--- src/rtl/serial_led_strip_driver.sv ---
// serial_led_strip_driver
//   FIFO-buffered NRZ LED strip driver. Queued words are streamed back-to-back
//   as one frame, MSB first, either 24-bit or full-width per word, and the
//   frame is closed by a low latch period of RESET_US microseconds.
// Ports:
//   clk_i, rst_i          system clock, asynchronous active-high reset
//   enable_i              permits a new word to start transmitting
//   wr_en_i               push request (accepted when wr_ready_o=1)
//   word24_i, led_data_i  word format flag and data pushed with wr_en_i
//   wr_ready_o            FIFO not full
//   fifo_count_o          occupied FIFO entries
//   led_data_o            registered serial LED line
//   busy_o                transmitter not idle
//   frame_done_o          one-cycle pulse on the last latch cycle
//   overflow_o            sticky, set by a push attempt while full
module serial_led_strip_driver #(
  parameter int unsigned CLOCK_FREQ    = 12000000,
  parameter int unsigned LED_DATA_WORD = 32,
  parameter int unsigned FIFO_DEPTH    = 8,
  parameter int unsigned RESET_US      = 80,
  localparam int unsigned CW           = $clog2(FIFO_DEPTH + 1)
) (
  input  logic                     clk_i,
  input  logic                     rst_i,
  input  logic                     enable_i,
  input  logic                     wr_en_i,
  input  logic                     word24_i,
  input  logic [LED_DATA_WORD-1:0] led_data_i,
  output logic                     wr_ready_o,
  output logic [CW-1:0]            fifo_count_o,
  output logic                     led_data_o,
  output logic                     busy_o,
  output logic                     frame_done_o,
  output logic                     overflow_o
);

  localparam int unsigned BIT_TICKS   = CLOCK_FREQ / 800000;
  localparam int unsigned T0H         = BIT_TICKS * 3 / 10;
  localparam int unsigned T1H         = BIT_TICKS * 6 / 10;
  localparam int unsigned RESET_TICKS = (CLOCK_FREQ / 1000000) * RESET_US;
  localparam int unsigned TW = (BIT_TICKS > 1) ? $clog2(BIT_TICKS) : 1;
  localparam int unsigned LW = $clog2(RESET_TICKS + 1);
  localparam int unsigned BW = $clog2(LED_DATA_WORD + 1);
  localparam int unsigned PW = $clog2(FIFO_DEPTH);

  localparam logic [TW-1:0] TICK_LAST  = TW'(BIT_TICKS - 1);
  localparam logic [TW-1:0] T0H_C      = TW'(T0H);
  localparam logic [TW-1:0] T1H_C      = TW'(T1H);
  localparam logic [LW-1:0] LATCH_LAST = LW'(RESET_TICKS - 1);
  localparam logic [BW-1:0] BITS_24    = BW'(24);
  localparam logic [BW-1:0] BITS_FULL  = BW'(LED_DATA_WORD);
  localparam logic [BW-1:0] BITS_ONE   = BW'(1);
  localparam logic [CW-1:0] COUNT_FULL = CW'(FIFO_DEPTH);

  typedef enum logic [1:0] {IDLE, SEND, LATCH} state_t;

  // FIFO
  logic [LED_DATA_WORD:0]   mem [FIFO_DEPTH];
  logic [PW-1:0]            wr_ptr, rd_ptr;
  logic [CW-1:0]            count;
  logic                     push, pop;
  logic [LED_DATA_WORD:0]   head;
  logic                     have_word;

  assign wr_ready_o   = (count != COUNT_FULL);
  assign fifo_count_o = count;
  assign push         = wr_en_i && wr_ready_o;
  assign head         = mem[rd_ptr];
  assign have_word    = (count != '0);

  always_ff @(posedge clk_i) begin
    if (push) mem[wr_ptr] <= {word24_i, led_data_i};
  end

  always_ff @(posedge clk_i or posedge rst_i) begin
    if (rst_i) begin
      wr_ptr     <= '0;
      rd_ptr     <= '0;
      count      <= '0;
      overflow_o <= 1'b0;
    end else begin
      if (push) wr_ptr <= wr_ptr + PW'(1);
      if (pop)  rd_ptr <= rd_ptr + PW'(1);
      case ({push, pop})
        2'b10:   count <= count + CW'(1);
        2'b01:   count <= count - CW'(1);
        default: count <= count;
      endcase
      if (wr_en_i && !wr_ready_o) overflow_o <= 1'b1;
    end
  end

  // Transmitter
  state_t                   state, state_n;
  logic [LED_DATA_WORD-1:0] shreg, shreg_n;
  logic                     w24, w24_n;
  logic [BW-1:0]            bits_left, bits_left_n;
  logic [TW-1:0]            tick, tick_n;
  logic [LW-1:0]            lcnt, lcnt_n;
  logic                     cur_bit, led_n;

  assign busy_o = (state != IDLE);

  always_ff @(posedge clk_i or posedge rst_i) begin
    if (rst_i) begin
      state      <= IDLE;
      shreg      <= '0;
      w24        <= 1'b0;
      bits_left  <= '0;
      tick       <= '0;
      lcnt       <= '0;
      led_data_o <= 1'b0;
    end else begin
      state      <= state_n;
      shreg      <= shreg_n;
      w24        <= w24_n;
      bits_left  <= bits_left_n;
      tick       <= tick_n;
      lcnt       <= lcnt_n;
      led_data_o <= led_n;
    end
  end

  always_comb begin
    state_n      = state;
    shreg_n      = shreg;
    w24_n        = w24;
    bits_left_n  = bits_left;
    tick_n       = tick;
    lcnt_n       = lcnt;
    pop          = 1'b0;
    frame_done_o = 1'b0;
    cur_bit      = w24 ? shreg[23] : shreg[LED_DATA_WORD-1];

    case (state)
      IDLE: begin
        if (enable_i && have_word) begin
          pop         = 1'b1;
          shreg_n     = head[LED_DATA_WORD-1:0];
          w24_n       = head[LED_DATA_WORD];
          bits_left_n = head[LED_DATA_WORD] ? BITS_24 : BITS_FULL;
          tick_n      = '0;
          state_n     = SEND;
        end
      end
      SEND: begin
        if (tick == TICK_LAST) begin
          tick_n = '0;
          if (bits_left > BITS_ONE) begin
            shreg_n     = {shreg[LED_DATA_WORD-2:0], 1'b0};
            bits_left_n = bits_left - BITS_ONE;
          end else if (enable_i && have_word) begin
            // Reload on the last tick of the word keeps the frame seamless.
            pop         = 1'b1;
            shreg_n     = head[LED_DATA_WORD-1:0];
            w24_n       = head[LED_DATA_WORD];
            bits_left_n = head[LED_DATA_WORD] ? BITS_24 : BITS_FULL;
          end else begin
            lcnt_n  = '0;
            state_n = LATCH;
          end
        end else begin
          tick_n = tick + TW'(1);
        end
      end
      LATCH: begin
        if (lcnt == LATCH_LAST) begin
          frame_done_o = 1'b1;
          state_n      = IDLE;
        end else begin
          lcnt_n = lcnt + LW'(1);
        end
      end
      default: state_n = IDLE;
    endcase

    led_n = (state == SEND) && (tick < (cur_bit ? T1H_C : T0H_C));
  end

endmodule

--- config.mk ---
export PLATFORM = sky130hd
export DESIGN_NAME = serial_led_strip_driver
export DESIGN_NICKNAME = d
export VERILOG_FILES = /design/src/rtl/serial_led_strip_driver.sv
export SDC_FILE = /design/constraint.sdc
export NUM_CORES = 1
export LEC_CHECK = 0
export BUFFER_PORTS_ARGS = -buffer_cell sky130_fd_sc_hd__buf_2
export CORE_MARGIN = 10
export CORE_UTILIZATION = 35
export DETAILED_ROUTE_END_ITERATION = 10
export PLACE_DENSITY = 0.46
export SETUP_SLACK_MARGIN = 0.15
export SYNTH_ARGS = -nofsm -noshare
export SYNTH_HDL_FRONTEND = slang
export SYNTH_SLANG_ARGS = --single-unit
export TNS_END_PERCENT = 10
--- constraint.sdc ---
create_clock -name clk_i -period 11.75 [get_ports clk_i]
set_input_delay 0.5875 -clock clk_i [delete_from_list [all_inputs] [get_ports clk_i]]
set_output_delay 0.5875 -clock clk_i [all_outputs]
set_load 0.02 [all_outputs]
---- Word-level counts from Yosys, hierarchy flattened ----
Memory sizes are Yosys's and may differ from the RTL's.
Cells that the tools add are included.
W data, S select, Z words.
word-level totals
  logic and storage cells ................. 88
  output and inout port bits .............. 9
  register bits ........................... 67
  bits of input ports ..................... 37
  bits in writable memories ............... 264
  memories ................................ 1
cells by class
  equal/unequal tests ..................... 13
  muxes and demuxes ....................... 38
  add/sub/neg operators ................... 7
  reduce and logical (&&, ||, !) cells .... 16
  order comparisons ....................... 2
memories
  name  depth  width  read ports  clocked after Yosys merged registers in  wr ports  line  RTL
  mem   8      33     1           0                                        1         58    logic [LED_DATA_WORD:0] mem [FIFO_DEPTH];
operators with widths
  kind                     number
  $mux W32                 3
  $pmux W32 S2             1
  $mux W10                 4
  $mux W6                  4
  $pmux W10 S2             1
  $pmux W4 S2              2
  $mux W4                  3
  $ne A2 B2 Y1 const B     6
  $pmux W6 S2              1
  $mux W1                  11
  $add A10 B1 Y10 const B  1
  $eq A10 B10 Y1 const B   1
  $mux W2                  5
  $reduce_and A5 Y1        2
  $add A4 B1 Y4 const B    2
  $reduce_bool A2 Y1       4
  $add A3 B1 Y3 const B    2
  $gt A6 B1 Y1 const B     1
  $pmux W2 S3              1
  $sub A6 B1 Y6 const B    1
  $eq A2 B1 Y1 const B     2
  $eq A2 B2 Y1 const B     2
  $eq A4 B4 Y1 const B     1
  $logic_and A1 B1 Y1      4
  9 further kinds          11

---- Longest topological paths before layout ----
  depth in word-level cells ............... 8
  depth in mapped cells ................... 14
  gate-level depth less buffers ........... 12

---- Least setup slack after synthesis ----
OpenSTA, ideal clock, no wires.
  path type ............................... flip-flop to flip-flop
  from .................................... register count[1], in the netlist fifo_count_o[1]
  to ...................................... memory mem[2][0] in the netlist's numbering (enable)
  required time ........................... 11,232 ps
  slack ................................... 6,510 ps
  stages on the path, launching flop included .. 6
  library setup time ...................... 518 ps
  path buffers ............................ 1
  arrival time ............................ 4,722 ps
  period minus slack after synthesis ...... 5,240 ps
  cells stage by stage .................... dfrtp_1 buf_2 nor3_1 nand2_1 nand2_1 nor4b_1
on the way
  word-level cells in the longest chain between the ends .. 4
RTL lines
  element                        line  RTL
  from (decl)                    60    logic [CW-1:0] count;
  from (signal assigned)         85    2'b10: count <= count + CW'(1);
  from (signal assigned)         86    2'b01: count <= count - CW'(1);
  from (signal assigned)         87    default: count <= count;
  $ne A4 B4 Y1                   65    assign wr_ready_o = (count != COUNT_FULL);
  via wr_ready_o                 29    output logic wr_ready_o,
  $logic_and A1 B1 Y1            67    assign push = wr_en_i && wr_ready_o;
  $mux W1                        72    if (push) mem[wr_ptr] <= {word24_i, led_data_i};
  $mux W1 (not written as such)  72
  to (decl)                      58
The timed path passes the listed nets, and every way through them passes these cells.

---- Worst setup path in the final report ----
  from .................................... register bits_left[4]
  to ...................................... register count[2], in the netlist fifo_count_o[2]
on the way
  word-level cells in the longest chain between the ends .. 6
  elaborated cells between the ends (all ways) .. 8
  classes of those cells .................. order compare (1); eq/ne (2); mux (4); reduce/logical (1)
RTL lines
  element                                                   line  RTL
  from (decl)                                               97    logic [BW-1:0] bits_left, bits_left_n;
  from (signal assigned)                                    117   bits_left <= bits_left_n;
  $gt A6 B1 Y1 *                                            149   if (bits_left > BITS_ONE) begin
  $mux W1 *                                                 149
  $mux W1 *                                                 147   if (tick == TICK_LAST) begin
  $pmux W1 S2 *                                             135   case (state)
  $eq A2 B1 Y1 / $eq A2 B2 Y1 (equally long branches)       84    case ({push, pop})
  $pmux W4 S2 / $reduce_bool A2 Y1 (equally long branches)  --
Every way passes the cells marked *; elsewhere a longest branch is shown, timed or not.
A chain may end at the register's enable or synchronous reset.

==> metrics.txt <==
count of buffers from port buffering=45; width of the die=212.8 um; timing-limited maximum frequency=331.2 MHz; clock root cell=clkbuf_16; Avg WL per Cell=22.62 um; NumNets Final=804; boundary pin count=46; insertion delay of the later-clocked pin in the worst-skew pair=530 ps; path category of the worst min-delay check=in -> async; Post-CTS Setup Bufs=0; CTS clock-pin slew for the worst setup and hold paths=60 ps; Mapped Nets=738; critical path required time=12180 ps; worst flop-to-flop path startpoint=bits_left[4]; Critical Path Source Type=flip-flop; Std-Cell Core Area=36610 um2; Tightest Pin Transition=986.5 ps; maximum net fanout on the critical path=38; kind of critical path=reg -> reg; Yosys warning count=0; Num CTS Buffers=37; commonest register cell after synthesis=edfxtp_1; most common cell after layout, fill and taps aside=edfxtp_1; number of instances in the synthesized netlist=689; critical path endpoint category=flip-flop; max-capacitance violation count=0; Longest Clk Path Bufs=3; number of unique standard cell types used by synthesis=52; starting density of the core=35.55%; dpl ws=8746 ps; CP arrival=3450 ps; result of the run=completed; clock tree from TritonCTS=built; Final min period=3019 ps; Pwr per Cell Area=190.1 nW/um2; Hold Vio Cnt, Final=0; highest-count cells in the layout ignoring fill and taps=264 x edfxtp_1, 66 x mux4_2, 64 x dfrtp_1, 45 x buf_2, 39 x a21oi_1; global-route wire length before repair=43740 um; number of cells after detailed placement=1184; worst-case hold slack=318.2 ps; vias per cell=5.262; Layout Cells excl Fill=1250; half-perimeter wire length after detailed placement=14900 um; worst-case headroom to the max-slew limit=34.23%; Total Die Area=45290 um2; largest area contributor in the netlist=edfxtp_1; setup TNS after final layout=0 ps; maximum number of pins on one net before global-route repair=68; H-tree depth=2; crit path launch=bits_left[4]; final period utilization=25.69%; largest cells by area after synthesis=edfxtp_1 61%, dfrtp_1 13%, mux4_2 11%; overall via count from detail_route=6577; last weighted congestion value of the routability-driven placer=0.7407; summed instance area of the synthesized netlist=13010 um2; worst stage delay on the critical path=560 ps; final count of pins violating max slew=0; all-layer global routing usage=12.79%; Area growth syn-to-layout=15.58%; share of the synthesized area in the top cell type=60.92%; count of standard-cell rows=70; endpoints failing setup=0; unrepaired setup endpoints after global routing=no; ratio of cells with drive above 1 in the final layout=26.09%; number of nets still failing antenna checks after routing=0; count of routing violations after the opening detailed-route iteration=325; Design Power=2.860 mW; DRT Pass-1 Iters=4; most prevalent standard cell on the critical path=xor2_1; series of cell instances along the critical path=or4_4, o31ai_1, and2_1, buf_4, ha_1, a21oi_1, xor2_1, nor2_1, xor2_1; final setup slack of the worst path=8731 ps; routed wire length=28280 um; number of antenna violations at the first check in global routing=2; EDFF count, synth=264; Hold-fix buffers, CTS=0; leak pwr=5.090 nW; highest-delay cell along the critical path=or4_4; Die Y=212.8 um; largest clock skew in the final design=20.00 ps; synthesized area per cell=18.89 um2; share of the yosys chip area belonging to registers=73.80%; clock sink count=331; overflow left after global routing=0; number of global-route vias before repair=7101; asr flop ratio synth=20.24%; count of antenna diodes in the layout=0; number of synthesized register bits=331; number of remaining DRC errors=0; cells resized by post-CTS repair=0; worst vdd rail ir drop=0.09096 mV
## worst max-delay path, delay by kind of cell (launching register included)
family | cells | cell delay, ps
XOR/XNOR | 2 | 370
adder cells (fa/ha/maj) | 1 | 320
buffers and inverters | 1 | 490
AO/OA/AOI/OAI | 2 | 410
AND/OR/NAND/NOR | 3 | 920
flip-flops | 1 | 420
## where the power goes
| part | internal (mW) | leakage [nW] | switching, mW |
|---|---|---|---|
| logic | 0.0809 | 1.26 | 0.176 |
| registers | 1.43 | 3.24 | 0.0555 |
| clock network | 0.665 | 0.589 | 0.456 |
## layout make-up
cell class                 instances  area [um2]
clock buffer                      41       972.2
clock inverter                    25       221.5
fill                            3295       21570
inverter                           8       30.03
multi-input combinational        317        3283
sequential                       331        9610
tap                              468       585.6
timing repair buffer              60       337.8
## synth_stat cells, types with 2 or more instances
| cell type | instances |
|---|---|
| nor4b_1 | 3 |
| o31ai_1 | 3 |
| dfrtp_1 | 67 |
| clkbuf_1 | 14 |
| mux2i_1 | 34 |
| nand4_1 | 2 |
| edfxtp_1 | 264 |
| a21oi_1 | 39 |
| nor2b_1 | 3 |
| nor3_1 | 7 |
| xor2_1 | 8 |
| buf_1 | 3 |
| inv_1 | 8 |
| o21ai_0 | 11 |
| nor3b_1 | 4 |
| and3_1 | 4 |
| mux2_2 | 4 |
| mux4_2 | 66 |
| nand3_1 | 7 |
| nand2b_1 | 2 |
| ha_1 | 12 |
| nor2_1 | 22 |
| xnor2_1 | 6 |
| o22ai_1 | 32 |
| nand4b_1 | 2 |
| buf_2 | 12 |
| nand2_1 | 21 |
| buf_4 | 4 |
| nor4_1 | 2 |
## through the flow
step / cell area, um2 / util (%)
finish: 15040 / 41.08
global route: 15040 / 41.08
CTS: 15040 / 41.08
detailed placement: 13850 / 37.82
global placement: 13850 / 37.82
floorplan: 13010 / -
## sequential cells by signal, summed over array words and instances (netlist names), 2 cells and up
| register | flops |
|---|---|
| lcnt | 10 |
| mem | 264 |
| fifo_count_o | 4 |
| tick | 4 |
| rd_ptr | 3 |
| bits_left | 6 |
| wr_ptr | 3 |
| shreg | 32 |
| state | 2 |
## routing by layer
layer  part of all wire [%]  global-route usage [%]  vias up
li1                       -                       -     2930
met1                     44                   16.21     3474
met2                     50                   21.47      118
met3                    3.9                   2.742       51
met4                    2.3                   3.988        4
met5                  0.074                       0        -
## cell families after synthesis
group,count (synthesis),synth area share [%]
flops,331,73.80
mux,105,14.47
compound gates,101,4.865
simple gates,85,3.356
buf+inv,41,1.413
xor+xnor,14,0.9422
fa+ha+maj,12,1.154
## path summary, 6_finish.rpt
kind / end / slack (ps) / cells past startpoint
worst max register to register: fifo_count_o[2] / 8730 / 9
worst min-delay path: lcnt[8] / 320 / 3
max in group asynchronous: rd_ptr[0] / 10640 / 3
worst max-delay path: fifo_count_o[2] / 8730 / 9
min in group clk_i: mem[6][7] / 320 / 1
worst min register to register: overflow_o / 460 / 1
No activity file was read; power rests on OpenSTA's default activity.
